--- config.mk ---
export PLATFORM = sky130hd
export DESIGN_NAME = apb_master
export DESIGN_NICKNAME = d
export VERILOG_FILES = /design/src/rtl/apb_pkg.sv /design/src/rtl/apb_wait_timer.sv /design/src/rtl/apb_master.sv
export SDC_FILE = /design/constraint.sdc
export NUM_CORES = 1
export LEC_CHECK = 0
export BUFFER_PORTS_ARGS = -buffer_cell sky130_fd_sc_hd__buf_2
export CAP_MARGIN = 25
export CORE_ASPECT_RATIO = 2
export CORE_MARGIN = 3
export CORE_UTILIZATION = 40
export DETAILED_ROUTE_END_ITERATION = 10
export HOLD_SLACK_MARGIN = 0.06
export PLACE_DENSITY = 0.72
export SYNTH_ARGS = -nofsm -noshare
export SYNTH_HDL_FRONTEND = slang
export SYNTH_HIERARCHICAL = 1
export SYNTH_SLANG_ARGS = --single-unit
--- constraint.sdc ---
create_clock -name PCLK -period 2.1 [get_ports PCLK]
set_input_delay 0.42 -clock PCLK [delete_from_list [all_inputs] [get_ports PCLK]]
set_output_delay 0.42 -clock PCLK [all_outputs]
set_load 0.05 [all_outputs]
--- src/rtl/apb_pkg.sv ---
// Shared types for the APB requester: FSM state encoding, response payload and
// the wait-counter sizing helper.
package apb_pkg;

    localparam int unsigned APB_ADDR_W = 32;
    localparam int unsigned APB_DATA_W = 32;

    typedef enum logic [1:0] {
        ST_IDLE   = 2'd0,
        ST_SETUP  = 2'd1,
        ST_ACCESS = 2'd2
    } apb_state_e;

    typedef struct packed {
        logic [APB_DATA_W-1:0] rdata;
        logic                  err;
        logic                  timeout;
    } apb_rsp_t;

    // A disabled timeout still needs a one-bit counter to keep the ports legal.
    function automatic int unsigned wait_cnt_w(input int unsigned timeout);
        if (timeout == 0) begin
            return 1;
        end
        return $clog2(timeout + 1);
    endfunction

endpackage

--- src/rtl/apb_wait_timer.sv ---
// Clearable, saturating count of PREADY=0 cycles spent in ACCESS; flags when the
// programmed limit is reached.
module apb_wait_timer
    import apb_pkg::*;
#(
    parameter int unsigned TIMEOUT = 16
) (
    input  logic clk,
    input  logic rst_n,
    input  logic clr_i,
    input  logic inc_i,
    output logic expired_c
);

    localparam int unsigned      CNT_W   = wait_cnt_w(TIMEOUT);
    localparam logic [CNT_W-1:0] CNT_MAX = (TIMEOUT == 0) ? {CNT_W{1'b1}} : CNT_W'(TIMEOUT);

    logic [CNT_W-1:0] cnt_q;
    logic [CNT_W-1:0] cnt_d;

    // Saturate at the limit so a long stall can never wrap back below it.
    always_comb begin
        cnt_d = cnt_q;
        if (clr_i) begin
            cnt_d = '0;
        end else if (inc_i && (cnt_q != CNT_MAX)) begin
            cnt_d = cnt_q + CNT_W'(1);
        end
    end

    always_ff @(posedge clk) begin
        if (!rst_n) begin
            cnt_q <= '0;
        end else begin
            cnt_q <= cnt_d;
        end
    end

    assign expired_c = (TIMEOUT != 0) && (cnt_q == CNT_MAX);

endmodule

--- src/rtl/apb_master.sv ---
// APB requester: turns single-beat valid/ready commands into SETUP/ACCESS
// transfers and returns one registered response per command.
module apb_master
    import apb_pkg::*;
#(
    parameter int unsigned ADDR_WIDTH = APB_ADDR_W,
    parameter int unsigned DATA_WIDTH = APB_DATA_W,
    parameter int unsigned TIMEOUT    = 16
) (
    input  logic                  PCLK,
    input  logic                  PRESETn,

    input  logic                  cmd_valid,
    output logic                  cmd_ready,
    input  logic                  cmd_write,
    input  logic [ADDR_WIDTH-1:0] cmd_addr,
    input  logic [DATA_WIDTH-1:0] cmd_wdata,

    output logic                  rsp_valid,
    output logic [DATA_WIDTH-1:0] rsp_rdata,
    output logic                  rsp_err,
    output logic                  rsp_timeout,

    output logic                  PSELx,
    output logic                  PENABLE,
    output logic                  PWRITE,
    output logic [ADDR_WIDTH-1:0] PADDR,
    output logic [DATA_WIDTH-1:0] PWDATA,
    input  logic [DATA_WIDTH-1:0] PRDATA,
    input  logic                  PREADY,
    input  logic                  PSLVERR
);

    apb_state_e            state_q;
    logic                  psel_q;
    logic                  penable_q;
    logic                  pwrite_q;
    logic [ADDR_WIDTH-1:0] paddr_q;
    logic [DATA_WIDTH-1:0] pwdata_q;
    logic                  rsp_valid_q;
    apb_rsp_t              rsp_q;

    logic                  timer_clr;
    logic                  timer_inc;
    logic                  timer_expired;

    // Counter clears on the edge that enters SETUP and counts stalled ACCESS edges.
    assign timer_clr = (state_q == ST_IDLE) && cmd_valid;
    assign timer_inc = (state_q == ST_ACCESS) && !PREADY;

    apb_wait_timer #(
        .TIMEOUT   (TIMEOUT)
    ) u_wait_timer (
        .clk       (PCLK),
        .rst_n     (PRESETn),
        .clr_i     (timer_clr),
        .inc_i     (timer_inc),
        .expired_c (timer_expired)
    );

    always_ff @(posedge PCLK) begin
        if (!PRESETn) begin
            state_q     <= ST_IDLE;
            psel_q      <= 1'b0;
            penable_q   <= 1'b0;
            pwrite_q    <= 1'b0;
            paddr_q     <= '0;
            pwdata_q    <= '0;
            rsp_valid_q <= 1'b0;
            rsp_q       <= '0;
        end else begin
            rsp_valid_q <= 1'b0;
            unique case (state_q)
                ST_IDLE: begin
                    if (cmd_valid) begin
                        pwrite_q <= cmd_write;
                        paddr_q  <= cmd_addr;
                        pwdata_q <= cmd_wdata;
                        psel_q   <= 1'b1;
                        state_q  <= ST_SETUP;
                    end
                end
                ST_SETUP: begin
                    penable_q <= 1'b1;
                    state_q   <= ST_ACCESS;
                end
                ST_ACCESS: begin
                    // A completion on the limit edge beats the timeout.
                    if (PREADY) begin
                        psel_q        <= 1'b0;
                        penable_q     <= 1'b0;
                        rsp_valid_q   <= 1'b1;
                        rsp_q.rdata   <= pwrite_q ? '0 : APB_DATA_W'(PRDATA);
                        rsp_q.err     <= PSLVERR;
                        rsp_q.timeout <= 1'b0;
                        state_q       <= ST_IDLE;
                    end else if (timer_expired) begin
                        psel_q        <= 1'b0;
                        penable_q     <= 1'b0;
                        rsp_valid_q   <= 1'b1;
                        rsp_q.rdata   <= '0;
                        rsp_q.err     <= 1'b1;
                        rsp_q.timeout <= 1'b1;
                        state_q       <= ST_IDLE;
                    end
                end
                default: begin
                    psel_q    <= 1'b0;
                    penable_q <= 1'b0;
                    state_q   <= ST_IDLE;
                end
            endcase
        end
    end

    assign cmd_ready   = (state_q == ST_IDLE);

    assign PSELx       = psel_q;
    assign PENABLE     = penable_q;
    assign PWRITE      = pwrite_q;
    assign PADDR       = paddr_q;
    assign PWDATA      = pwdata_q;

    assign rsp_valid   = rsp_valid_q;
    assign rsp_rdata   = DATA_WIDTH'(rsp_q.rdata);
    assign rsp_err     = rsp_q.err;
    assign rsp_timeout = rsp_q.timeout;

endmodule
==> results of run 1 <==
[layer usage]
metal / track usage [%] / up-vias / part of all wire (%) / wire, microns
li1: - / 1829 / - / -
met1: 18.03 / 1623 / 40 / 3859
met2: 29.38 / 160 / 49 / 4800
met3: 4.979 / 16 / 8.9 / 864
met4: 7.180 / 0 / 2.0 / 194
met5: 0 / - / 0 / 0
[flip-flops by register name, indices dropped and copies added, names as in the netlist]
name / count
rsp_timeout: 1
PWDATA: 32
rsp_valid: 1
rsp_err: 1
PSELx: 1
PADDR: 32
rsp_rdata: 32
PENABLE: 1
u_wait_timer/cnt_q: 5
PWRITE: 1
state_q: 2
[how the worst min path moves through the flow]
| stage | slack (ns) | cells after the start | endpoint |
|---|---|---|---|
| 5_1_grt | 0.28 | 2 | rsp_rdata[18] |
| 2_1_floorplan | 0.47 | 2 | u_wait_timer/cnt_q[1] |
| 3_3_place_gp | 0.43 | 2 | PWDATA[6] |
| 3_5_place_dp | 0.44 | 2 | PWDATA[7] |
| 6_report | 0.29 | 3 | PADDR[23] |
| 4_1_cts | 0.28 | 3 | PWDATA[19] |
[final cells by class]
type                            instances  share of cell area (%)
Timing Repair Buffer                  209                   20.76
Multi-Input combinational cell        271                   28.60
Sequential cell                       109                   41.70
Clock buffer                           10                   4.567
Clock inverter                          6                  0.9804
Tap cell                              130                   3.109
Inverter                                4                  0.2869
[per-stage QoR]
step                      power [mW]  setup slack, ns
after global routing           4.858           0.1622
after detailed placement       3.090           0.3100
after global placement         3.073           0.4359
after CTS                      4.727           0.2829
after floorplan                2.861           0.5918
final                          4.659           0.2821
[worst reg2reg max path, stage by stage, from the launching register on]
cell	delay (ns)
dfxtp_1	0.36
inv_1	0.09
ha_1	0.24
nand4bb_4	0.13
inv_1	0.08
nor2_1	0.21
o21a_2	0.15
buf_4	0.30
a22o_1	0.20
[cell usage in the layout (no fill, tap or decap), types with 3 or more instances in the layout]
cell	instances
nand2_1	72
o21ai_1	24
nor2_1	8
a22o_1	32
nor2b_1	3
inv_6	3
buf_2	203
nand3_1	66
inv_1	4
dfxtp_1	109
a21oi_1	3
buf_4	4
o21ai_0	41
clkbuf_16	9
[power breakdown]
part | internal, mW | switching [mW]
logic | 0.215 | 0.595
registers | 2.17 | 0.0566
clock network | 0.858 | 0.762
[cell families (layout without fill, tap and decap cells)]
logic type	Yosys count	after routing	synth area share, %
adder cells (fa/ha/maj)	2	2	0.6420
AND/OR/NAND/NOR	159	159	19.45
flip-flops	109	109	55.99
AO/OA/AOI/OAI	106	106	17.37
multiplexers	1	1	0.2568
XOR/XNOR	3	3	0.6743
buffers and inverters	39	229	5.618
==> flow_summary.toml, run 1 <==
[run_status]
status = "finished, final reports clean"

[clock_tree]
cts_sinks = 109
cts_setup_buffers = 0
root_buffer = "clkbuf_16"
clock_latency_ns = 0.34
h-tree-depth = 3
cts_resized = 0
clockBufferDepth = 2
cts_tree = "yes"
clk_pin_slew_ns = 0.08
hold_buffers = 0
cts_made_buffers = 9

[grt]
grt_usage_pct = 16.90
antenna_found_initial = 0
grt_pass1_vias = 3429
grt_overflow_total = 0
grt_max_degree = 121
grt_pass1_wl_microns = 14880

[floorplanning]
rows = 50
core_sq_um = 9447
io_pins = 205
start_util_pct = 41.26
fp.dieW_microns = 75.80
dieArea_sq_um = 11040
die_h_microns = 145.6

[yosys]
synth_top_area_share_pct = 55.99
synth_seq_cells = 109
yosysMostFrequentCell = "dfxtp_1"
yosys_warnings = 6
avgSynthCellArea_sq_um = 9.302
synth-edff-count = 0
synthTopCellsByCount = "dfxtp_1 (109), nand2_1 (72), nand3_1 (66)"
synth_area_leaders = "dfxtp_1 (56%), nand3_1 (8.5%), a22o_1 (7.2%), nand2_1 (6.9%), o21ai_0 (5.3%)"
ys_seq_area_share_pct = 55.99
yosys_most_used_dff = "dfxtp_1"
synth_cells = 419
yosysUniqueCellTypes = 32
synthArstFlopShare_pct = 0
synth_largest_area_cell = "dfxtp_1"
netlist_area_sq_um = 3897
synth_nets = 523

[placement]
dp_hpwl_microns = 7090
placed_area_sq_um = 4942
portBuffers = 204
routabilityCongestion = 0.7000
dp_cells = 723

[routing]
drc = 0
avgViaCountPerCell = 4.909
vias = 3628
drtAntennaViolNets = 0
drt_iter0_markers = 98
drt-total-wl_microns = 9718
detail_route.wl_per_cell_microns = 13.15
drt_pre_antenna_iters = 4

[layout]
layout-drive-gt1-share_pct = 38.10
postLayoutCellArea_sq_um = 5233
syn2layout_area_growth_pct = 34.25
multi_input_area_sq_um = 1496
post-route-util_pct = 55.39
fill_cells = 842
nets = 708
register_area_sq_um = 2182
finalNonFillerCells = 739
diodes = 0

[setup_path]
cpMostUsedCell = "inv_1"
required_ns = 2.38
max_stage_delay_ns = 0.36
cp.arrival_ns = 2.09
critPathBufInv = 3
crit_path_end = "rsp_rdata[10]"
startpoint = "u_wait_timer/cnt_q[0]"
timing.rr.start = "u_wait_timer/cnt_q[0]"
r2r_cells = 8
path_delay_family = "buffers and inverters"
crit_path_max_fanout = 32
cp-end-kind = "register"
path_class = "register to register"
path_cells = "inv_1, ha_1, nand4bb_4, inv_1, nor2_1, o21a_2, buf_4, a22o_1"
cp_num_cells = 8
worst_path_max_delay_cell = "dfxtp_1"
setup.worst_path.start_class = "register"
rrSetupSlack_ns = 0.28
rr_endpoint = "rsp_rdata[10]"

[timing]
rsz0062_at_grt = "false"
worst_clock_skew_ns = 0.01272
fin_crit_sh_pct = 86.57
setup_viol = 0
holdWs_ns = 0.2901
hold_violations = 0
fmax_ghz = 0.5501
worst_pin_slew_ns = 0.4752
relSlewSlack_pct = 68.32
period_needed_ns = 1.818
finalMaxSlewViolations = 0
fin_tns_setup_ns = 0

[worst_hold_path]
hp-start = "cmd_addr[23]"
hold_class = "input port to register"

[power]
vdd_drop_max_v = 0.0004690
leakage_nw = 2.463
power_density_nw_per_um2 = 890.4

[job]
maxCapViolCount = 0
Note: power is estimated with default switching activity, not from simulation.
==> run 2, diff against run 1 <==
CORE_ASPECT_RATIO = 0.7   (was 2)
CORE_MARGIN = 4   (was 3)
==> run 2 against run 1 <==
Against the previous run:
- hold slack improved by 0.0013 ns
- die area rose by 3.4%
- largest cell class unchanged
- sequential share of layout area fell by 0.11 points
- critical path type unchanged
- largest power group unchanged
- setup slack improved by 0.16 ns
- core utilization rose by 1.1 points
- final cell count fell by 0.54%
==> flow_summary.toml, run 2 (synthesized netlist as in run 1, its figures left out) <==
[layout]
multi_input_area_sq_um = 1496
nets = 710
final_common_cell = "buf_2"
final_cell_mix = "buf_2 (203), dfxtp_1 (109), nand2_1 (72)"
fill_cells = 843
layout-drive-gt1-share_pct = 38.13
register_area_sq_um = 2182
diodes = 0
postLayoutCellArea_sq_um = 5246
finalNonFillerCells = 735
syn2layout_area_growth_pct = 34.61
post-route-util_pct = 56.48

[grt]
antenna_found_initial = 0
grt_usage_pct = 16.88
grt_pass1_wl_microns = 16070
grt_max_degree = 81
grt_pass1_vias = 3352
grt_overflow_total = 0

[floorplanning]
io_pins = 205
start_util_pct = 41.96
rows = 29
dieArea_sq_um = 11410
core_sq_um = 9289
die_h_microns = 90.59
fp.dieW_microns = 126.0

[setup_path]
path_class = "register to register"
cp.arrival_ns = 1.94
path_delay_family = "flip-flops"
critPathBufInv = 3
crit_path_max_fanout = 32
crit_path_end = "rsp_rdata[10]"
worst_path_max_delay_cell = "dfxtp_1"
path_cells = "inv_1, ha_1, nand4bb_4, inv_1, nor2_1, o21a_2, buf_12, a22o_1"
r2r_cells = 8
required_ns = 2.38
rr_endpoint = "rsp_rdata[10]"
timing.rr.start = "u_wait_timer/cnt_q[0]"
startpoint = "u_wait_timer/cnt_q[0]"
rrSetupSlack_ns = 0.44
cpMostUsedCell = "inv_1"
max_stage_delay_ns = 0.36
cp-end-kind = "register"
setup.worst_path.start_class = "register"
cp_num_cells = 8

[routing]
vias = 3649
drt_iter0_markers = 156
avgViaCountPerCell = 4.965
drt_pre_antenna_iters = 5
detail_route.wl_per_cell_microns = 13.64
drtAntennaViolNets = 0
drc = 0
drt-total-wl_microns = 10030

[timing]
holdWs_ns = 0.2914
worst_pin_slew_ns = 0.5113
setup_viol = 0
hold_violations = 0
fin_crit_sh_pct = 79.11
relSlewSlack_pct = 65.91
period_needed_ns = 1.661
rsz0062_at_grt = "false"
finalWorstSetupSlack_ns = 0.4386
worst_clock_skew_ns = 0.005859
fmax_ghz = 0.6019
finalMaxSlewViolations = 0
fin_tns_setup_ns = 0

[run_status]
status = "finished, final reports clean"

[clock_tree]
hold_buffers = 0
root_buffer = "clkbuf_16"
cts_made_buffers = 9
clock_latency_ns = 0.34
cts_sinks = 109
clockBufferDepth = 2
clk_pin_slew_ns = 0.07
cts_resized = 0
cts_tree = "yes"
h-tree-depth = 3
cts_setup_buffers = 0

[placement]
pre_cts_slack_ns = 0.4771
placed_area_sq_um = 4962
dp_hpwl_microns = 7314
portBuffers = 204
routabilityCongestion = 0.8093
dp_cells = 719

[power]
vdd_drop_max_v = 0.0004563
power_density_nw_per_um2 = 887.0
leakage_nw = 2.466
power.total_mw = 4.653

[job]
maxCapViolCount = 0

[worst_hold_path]
hold_class = "input port to register"
==> run 2: power breakdown <==
group | total, mW | switching, mW | internal (mW)
combinational | 0.819 | 0.599 | 0.220
sequential | 2.23 | 0.0550 | 2.17
clock | 1.61 | 0.777 | 0.831
total | 4.65 | 1.43 | 3.22
==> run 2: worst min-delay path by stage <==
stage | startpoint | endpoint | slack, ns | depth (start not counted)
6_report | cmd_wdata[1] | PWDATA[1] | 0.29 | 3
5_1_grt | PRDATA[26] | rsp_rdata[26] | 0.28 | 2
4_1_cts | cmd_wdata[16] | PWDATA[16] | 0.28 | 3
3_5_place_dp | PWDATA[4] | PWDATA[4] | 0.44 | 2
3_3_place_gp | PWDATA[13] | PWDATA[13] | 0.43 | 2
2_1_floorplan | u_wait_timer/cnt_q[1] | u_wait_timer/cnt_q[1] | 0.47 | 2
==> run 2: area by class of cell <==
class | instances | share of cell area, %
inverter | 4 | 0.2862
sequential | 109 | 41.59
multi-input combinational | 271 | 28.52
timing repair buffer | 211 | 21.23
clock buffer | 10 | 4.364
tap | 124 | 2.957
clock inverter | 6 | 1.049
==> run 2: tightest hold or removal path, cell delays in order <==
cell and delay, ns:
buf_2 0.07, nand3_1 0.05, o21ai_0 0.06
==> run 2: metal layers <==
metal	vias to the layer above	share of wire, %	global-route usage (%)
met5	-	0	0
met4	0	1.3	4.643
met3	14	12	8.629
met2	169	44	25.88
met1	1639	43	20.93
li1	1827	-	-
